$ cat src/rtl/fc_fold_sequencer.sv
// Fold sequencer for the folded fully-connected datapath: latches one input vector,
// walks fold_idx through every fold, captures each ReLU slice and presents the full result.
module fc_fold_sequencer #(
  parameter int DIM_IN   = 4,
  parameter int DIM_OUT  = 4,
  parameter int FOLD     = 2,
  parameter int INWD     = 8,
  parameter int PIPE_LAT = 2
) (
  input  logic                                   clk,
  input  logic                                   rst,
  input  logic                                   in_valid,
  output logic                                   in_ready,
  input  logic [DIM_IN*INWD-1:0]                 in_data,
  output logic [DIM_IN*INWD-1:0]                 act_data,
  output logic [((FOLD > 1) ? $clog2(FOLD) : 1)-1:0] fold_idx,
  output logic                                   dp_en,
  input  logic [(DIM_OUT/FOLD)*INWD-1:0]         relu_in,
  output logic                                   out_valid,
  input  logic                                   out_ready,
  output logic [DIM_OUT*INWD-1:0]                out_data,
  output logic                                   busy
);

  localparam int W  = DIM_OUT / FOLD;
  localparam int SW = W * INWD;
  localparam int FW = (FOLD > 1) ? $clog2(FOLD) : 1;
  localparam int CW = (PIPE_LAT >= 1) ? $clog2(PIPE_LAT + 1) : 1;

  if ((DIM_OUT % FOLD) != 0) begin : g_bad_fold
    $error("fc_fold_sequencer: DIM_OUT must be divisible by FOLD");
  end
  if (PIPE_LAT < 1) begin : g_bad_lat
    $error("fc_fold_sequencer: PIPE_LAT must be at least 1");
  end

  typedef enum logic [1:0] {
    S_IDLE = 2'd0,
    S_WAIT = 2'd1,
    S_DONE = 2'd2
  } state_t;

  state_t          state;
  state_t          state_nxt;
  logic [CW-1:0]   wait_cnt;
  logic            capture;
  logic            last_fold;

  // The capture cycle is the last of the PIPE_LAT+1 cycles spent on each fold.
  assign capture   = (state == S_WAIT) && (wait_cnt == CW'(PIPE_LAT));
  assign last_fold = (fold_idx == FW'(FOLD - 1));

  always_ff @(posedge clk) begin
    if (rst) begin
      state <= S_IDLE;
    end else begin
      state <= state_nxt;
    end
  end

  always_comb begin
    state_nxt = state;
    case (state)
      S_IDLE: if (in_valid) state_nxt = S_WAIT;
      S_WAIT: if (capture && last_fold) state_nxt = S_DONE;
      S_DONE: if (out_ready) state_nxt = S_IDLE;
      default: state_nxt = S_IDLE;
    endcase
  end

  always_comb begin
    in_ready  = 1'b0;
    dp_en     = 1'b0;
    out_valid = 1'b0;
    busy      = 1'b1;
    case (state)
      S_IDLE: begin
        in_ready = !rst;
        busy     = 1'b0;
      end
      S_WAIT: dp_en = 1'b1;
      S_DONE: out_valid = 1'b1;
      default: busy = 1'b0;
    endcase
  end

  // Activation latch, fold/wait counters and result buffer; reset clears the partial frame.
  always_ff @(posedge clk) begin
    if (rst) begin
      act_data <= '0;
      out_data <= '0;
      fold_idx <= '0;
      wait_cnt <= '0;
    end else begin
      case (state)
        S_IDLE: begin
          if (in_valid) begin
            act_data <= in_data;
            fold_idx <= '0;
            wait_cnt <= '0;
          end
        end
        S_WAIT: begin
          if (capture) begin
            for (int f = 0; f < FOLD; f++) begin
              if (fold_idx == FW'(f)) out_data[f*SW +: SW] <= relu_in;
            end
            if (!last_fold) fold_idx <= fold_idx + FW'(1);
            wait_cnt <= '0;
          end else begin
            wait_cnt <= wait_cnt + CW'(1);
          end
        end
        default: ;
      endcase
    end
  end

endmodule
$ cat config.mk
export PLATFORM = sky130hd
export DESIGN_NAME = fc_fold_sequencer
export DESIGN_NICKNAME = d
export VERILOG_FILES = /design/src/rtl/fc_fold_sequencer.sv
export SDC_FILE = /design/constraint.sdc
export NUM_CORES = 1
export LEC_CHECK = 0
export ABC_AREA = 1
export CORE_ASPECT_RATIO = 1.75
export CORE_UTILIZATION = 51
export CTS_CLUSTER_SIZE = 10
export DETAILED_ROUTE_END_ITERATION = 7
export DONT_BUFFER_PORTS = 1
export GPL_TIMING_DRIVEN = 0
export PLACE_DENSITY = 0.66
export SLEW_MARGIN = 10
export SYNTH_ARGS = -nofsm -noshare
export SYNTH_HDL_FRONTEND = slang
export SYNTH_SLANG_ARGS = --single-unit
$ cat constraint.sdc
create_clock -name clk -period 3.6 [get_ports clk]
set_input_delay 0.72 -clock clk [delete_from_list [all_inputs] [get_ports clk]]
set_output_delay 0.72 -clock clk [all_outputs]
set_load 0.02 [all_outputs]
### Word level (Yosys, flattened, before mapping)

Index checks and enable logic that the tools add are counted.

* input bits: 52
* memories: 0
* latch bits: 0
* bits in writable memories: 0
* bits in registers: 69
* memory bits (read-only): 0

* shift operators: 0
* $add $sub $neg: 2
* reduce and logical (&&, ||, !) cells: 12
* eq/ne operators: 7
* divide/modulo/power cells: 0
* magnitude comparators: 0
* multipliers: 0
* bitwise gates (word level): 1
* mux-type cells: 15

Operators by type and width (number)
* $reduce_and A3 Y1: 4
* $mux W2: 5
* $mux W1: 7
* $ne A2 B2 Y1 const B: 3
* $pmux W2 S3: 1
* $eq A2 B2 Y1 const B: 2
* $pmux W2 S2: 1
* $reduce_and A2 Y1: 2
* $add A2 B1 Y2 const B: 1
* $eq A2 B1 Y1 const B: 1
* $logic_and A1 B1 Y1: 2
* $logic_not A2 Y1: 1
* $ne A2 B1 Y1 const B: 1
* $pmux W1 S2: 1
* $reduce_bool A2 Y1: 1
* $reduce_or A2 Y1: 1
* $add A1 B1 Y1 const B: 1
* $logic_not A1 Y1: 1
* $not A1 Y1: 1

### Logic depth before layout (Yosys ltp)

* depth in word-level cells: 5
* depth in mapped cells: 8

### Worst setup path before layout

No wires, ideal clock.

* path type: in2out
* from: in rst
* to: out in_ready
* path slack: 1.867 ns
* data required time: 2.880 ns
* arrival: 1.013 ns
* cell stages on the path: 1
* path through: nor2_1

* cells in the longest elaborated chain, start to end: 2

RTL lines
* from (decl): line 11 `input logic rst,`
* $logic_not A1 Y1: line 78 `in_ready = !rst;`
* $mux W1: line 76 `case (state)`
* to (decl): line 13 `output logic in_ready,`

No other way between the ends.

### Worst setup path after layout

* from: reg state[0]
* to: out in_ready

* cells in the longest elaborated chain, start to end: 2

RTL lines
* from (decl): line 43 `state_t state;`
* from (signal assigned): line 57 `state <= state_nxt;`
* $logic_not A2 Y1: line 76
* $mux W1: line 76

No other way between the ends.

==> out/metrics.cfg <==
[timing]
hold_viol_final = 0
hold_ws_ns = 0.443
setup_ws_ns = 1.51
worst_pin_slew_ns = 0.501
final_max_slew_viol_count = 0
tns_ns = 0
rsz0062_at_grt = no
setup_viol = 0
final.setup_skew_ns = 0.00783
relSlewSlack_pct = 66.6
fmax_ghz = 0.478
fin_crit_sh_pct = 58.1
finalCriticalPeriod_ns = 2.09

[clocking]
clock-sinks = 69
cts_max_level = 3
clockRootBuffer = clkbuf_8
cts_tree = done
clk_pin_slew_ns = 0.07
post-cts-setup-buffers = 0
post_cts_resized = 0
ctsHoldBuffers = 0
cts_buffers = 9
clk_path_buf_depth = 2
clock_latency_ns = 0.34

[critical_path]
startpoint = state[0]$_SDFFE_PP0P_
crit_path_top_delay_cell = dfxtp_1
path_class = reg2out
critPathRequiredTime_ns = 2.88
worstPathMaxFanout = 4
r2r_cells = 8
crit_top_cell = inv_1
path_cells = inv_1 > ha_1 > inv_1 > nor2_1
critPathCaptureType = primary output
critPathLaunchType = flip-flop
crit_path_end = in_ready
r2r_end = out_data[22]$_SDFFE_PP0P_
timing.rr.start = state[1]$_SDFFE_PP0P_
rrSetupSlack_ns = 1.73
slowest_delay_ns = 0.33
cp.arrival_ns = 1.37

[route]
ant_nets = 0
route.detailed.wl_per_inst_um = 14.6
first_pass_iters = 4
vias_per_cell = 5.34
num_vias = 2109
drtIter0Drc = 67
drt-total-wl_mm = 5.79
drc = 0

[place]
gp_congestion = 0.770
hpwl_mm = 4.26
post-place-ws_ns = 1.74
io_buffers = 0

[power_and_ir_drop]
p_leak_nw = 1.24
vdd_drop_max_mv = 0.390
p_per_area_nw_per_um2 = 624

[final_layout]
drive_above_1_share_pct = 9.33
antenna-diode-count = 0
area_growth_syn_to_layout_pct = 11.9
final_nets = 394
fin_util_pct = 60.2

[yosys]
synth_top_family_by_area = simple AND/OR/NAND/NOR gates
ys_ff_latch = 69
yosys.area_share.simple_pct = 23.6
syn-num-nets = 383
syn_avg_cell_area_um2 = 7.82
async_flop_share_pct = 0
synth_compound_area_share_pct = 14.3
synth_edf_count = 0
synthAdderAreaFrac_pct = 1.96
muxShareOfSynthArea_pct = 0
yosysUniqueCellTypes = 21
syn_area_um2 = 2560
synthFlopType = dfxtp_1
syn-instance-count = 327
yosysSeqAreaShare_pct = 54.0
yosysWarnings = 0
synth_xor_area_share_pct = 0

[floorplan]
ios = 121
die_area_um2 = 5310
rows = 33
die_w_um = 55.5
initial_core_util_pct = 53.8
dieHeight_um = 95.7
core-area_um2 = 4750

[global_route]
antenna_found_initial = 0
grt.total_usage_pct = 21.9
grt_start_max_net_pins = 13
grt_remaining_overflow = 0
grt_pass1_vias = 1846
grt_pass1_wl_mm = 8.72

[worst_hold_path]
min_delay_path_depth = 1
hp-start = rst
hold_path_class = in2reg

[job]
max-cap-violations = 0

[run_status]
outcome = complete, no violations

-- worst min path at each step --
stage                               end  slack, ns
2_1_floorplan  wait_cnt[0]$_SDFFE_PP0P_       0.45
3_3_place_gp   wait_cnt[0]$_SDFFE_PP0P_       0.47
3_5_place_dp   wait_cnt[0]$_SDFFE_PP0P_       0.48
4_1_cts           state[1]$_SDFFE_PP0P_       0.43
5_1_grt           state[1]$_SDFFE_PP0P_       0.42
6_report       wait_cnt[1]$_SDFFE_PP0P_       0.44
-- routing by layer --
| metal | global-route usage [%] | vias up | part of all wire, % |
|---|---|---|---|
| met5 | 0 | - | 0 |
| met4 | 12.3 | 0 | 2.8 |
| met3 | 9.77 | 15 | 7.7 |
| met2 | 38.4 | 82 | 51 |
| met1 | 21.4 | 948 | 39 |
| li1 | - | 1064 | - |
-- stage by stage --
stage / std cells / power [mW] / cell area, um^2
after global routing: 395 / 1.86 / 2860
after detailed placement: 379 / 1.05 / 2620
after floorplan: 327 / 1.01 / 2560
final: 395 / 1.78 / 2860
after CTS: 395 / 1.79 / 2860
after global placement: 379 / 1.04 / 2620
-- cell usage after synthesis (2+ instances only) --
master / instances / area [um^2]
inv_1: 14 / 52.6
nand3_1: 2 / 10.0
buf_2: 4 / 20.0
o21ai_0: 64 / 320
nand4_1: 2 / 12.5
nor2_1: 127 / 477
clkbuf_1: 8 / 30.0
nor2_2: 3 / 18.8
nor2_4: 2 / 22.5
ha_1: 4 / 50.1
inv_2: 2 / 7.51
dfxtp_1: 69 / 1380
buf_6: 3 / 33.8
a21oi_1: 5 / 25.0
nand2_1: 12 / 45.0
-- cell usage in the layout (no fill, tap or decap), drive strengths merged, types with 3 or more instances in the layout --
cell and n:
nor2 132, dfxtp 69, o21ai 66, clkbuf 19, inv 16, nand2 12
buf 8, a21oi 5, ha 4, bufinv 3, nand3 3
-- power by group --
part,switching [mW],internal (mW),leakage (nW)
logic,0.0946,0.0473,0.557
clock network,0.297,0.460,0.116
registers,0.0780,0.807,0.564
-- critical path: cells and delay by family, from the launching register on --
kind / cells / cell delay [ns]
simple gates: 1 / 0.30
buf+inv: 2 / 0.17
fa+ha+maj: 1 / 0.24
flops: 1 / 0.33
-- cells by family (layout without fill, tap and decap cells) --
| family | count (synthesis) | after routing |
|---|---|---|
| AOI/OAI and AO/OA | 72 | 72 |
| buffers and inverters | 33 | 49 |
| adders and majority gates | 4 | 4 |
| DFF | 69 | 69 |
| and+or+nand+nor | 149 | 149 |
-- state kept, by name (all words and copies together), names as in the netlist --
signal    flops
act_data     32
fold_idx      1
out_data     32
state         2
wait_cnt      2
-- cell type report --
type / instances / area, um^2
plain buffers: 17 / 95.1
clock buffers: 10 / 128
inverters: 16 / 60.1
clock inverters: 6 / 111
fillers: 429 / 1890
flip-flops and latches: 69 / 1380
multi-input cells: 225 / 1020
well taps: 52 / 65.1
Power figures use the tool's default switching activity.
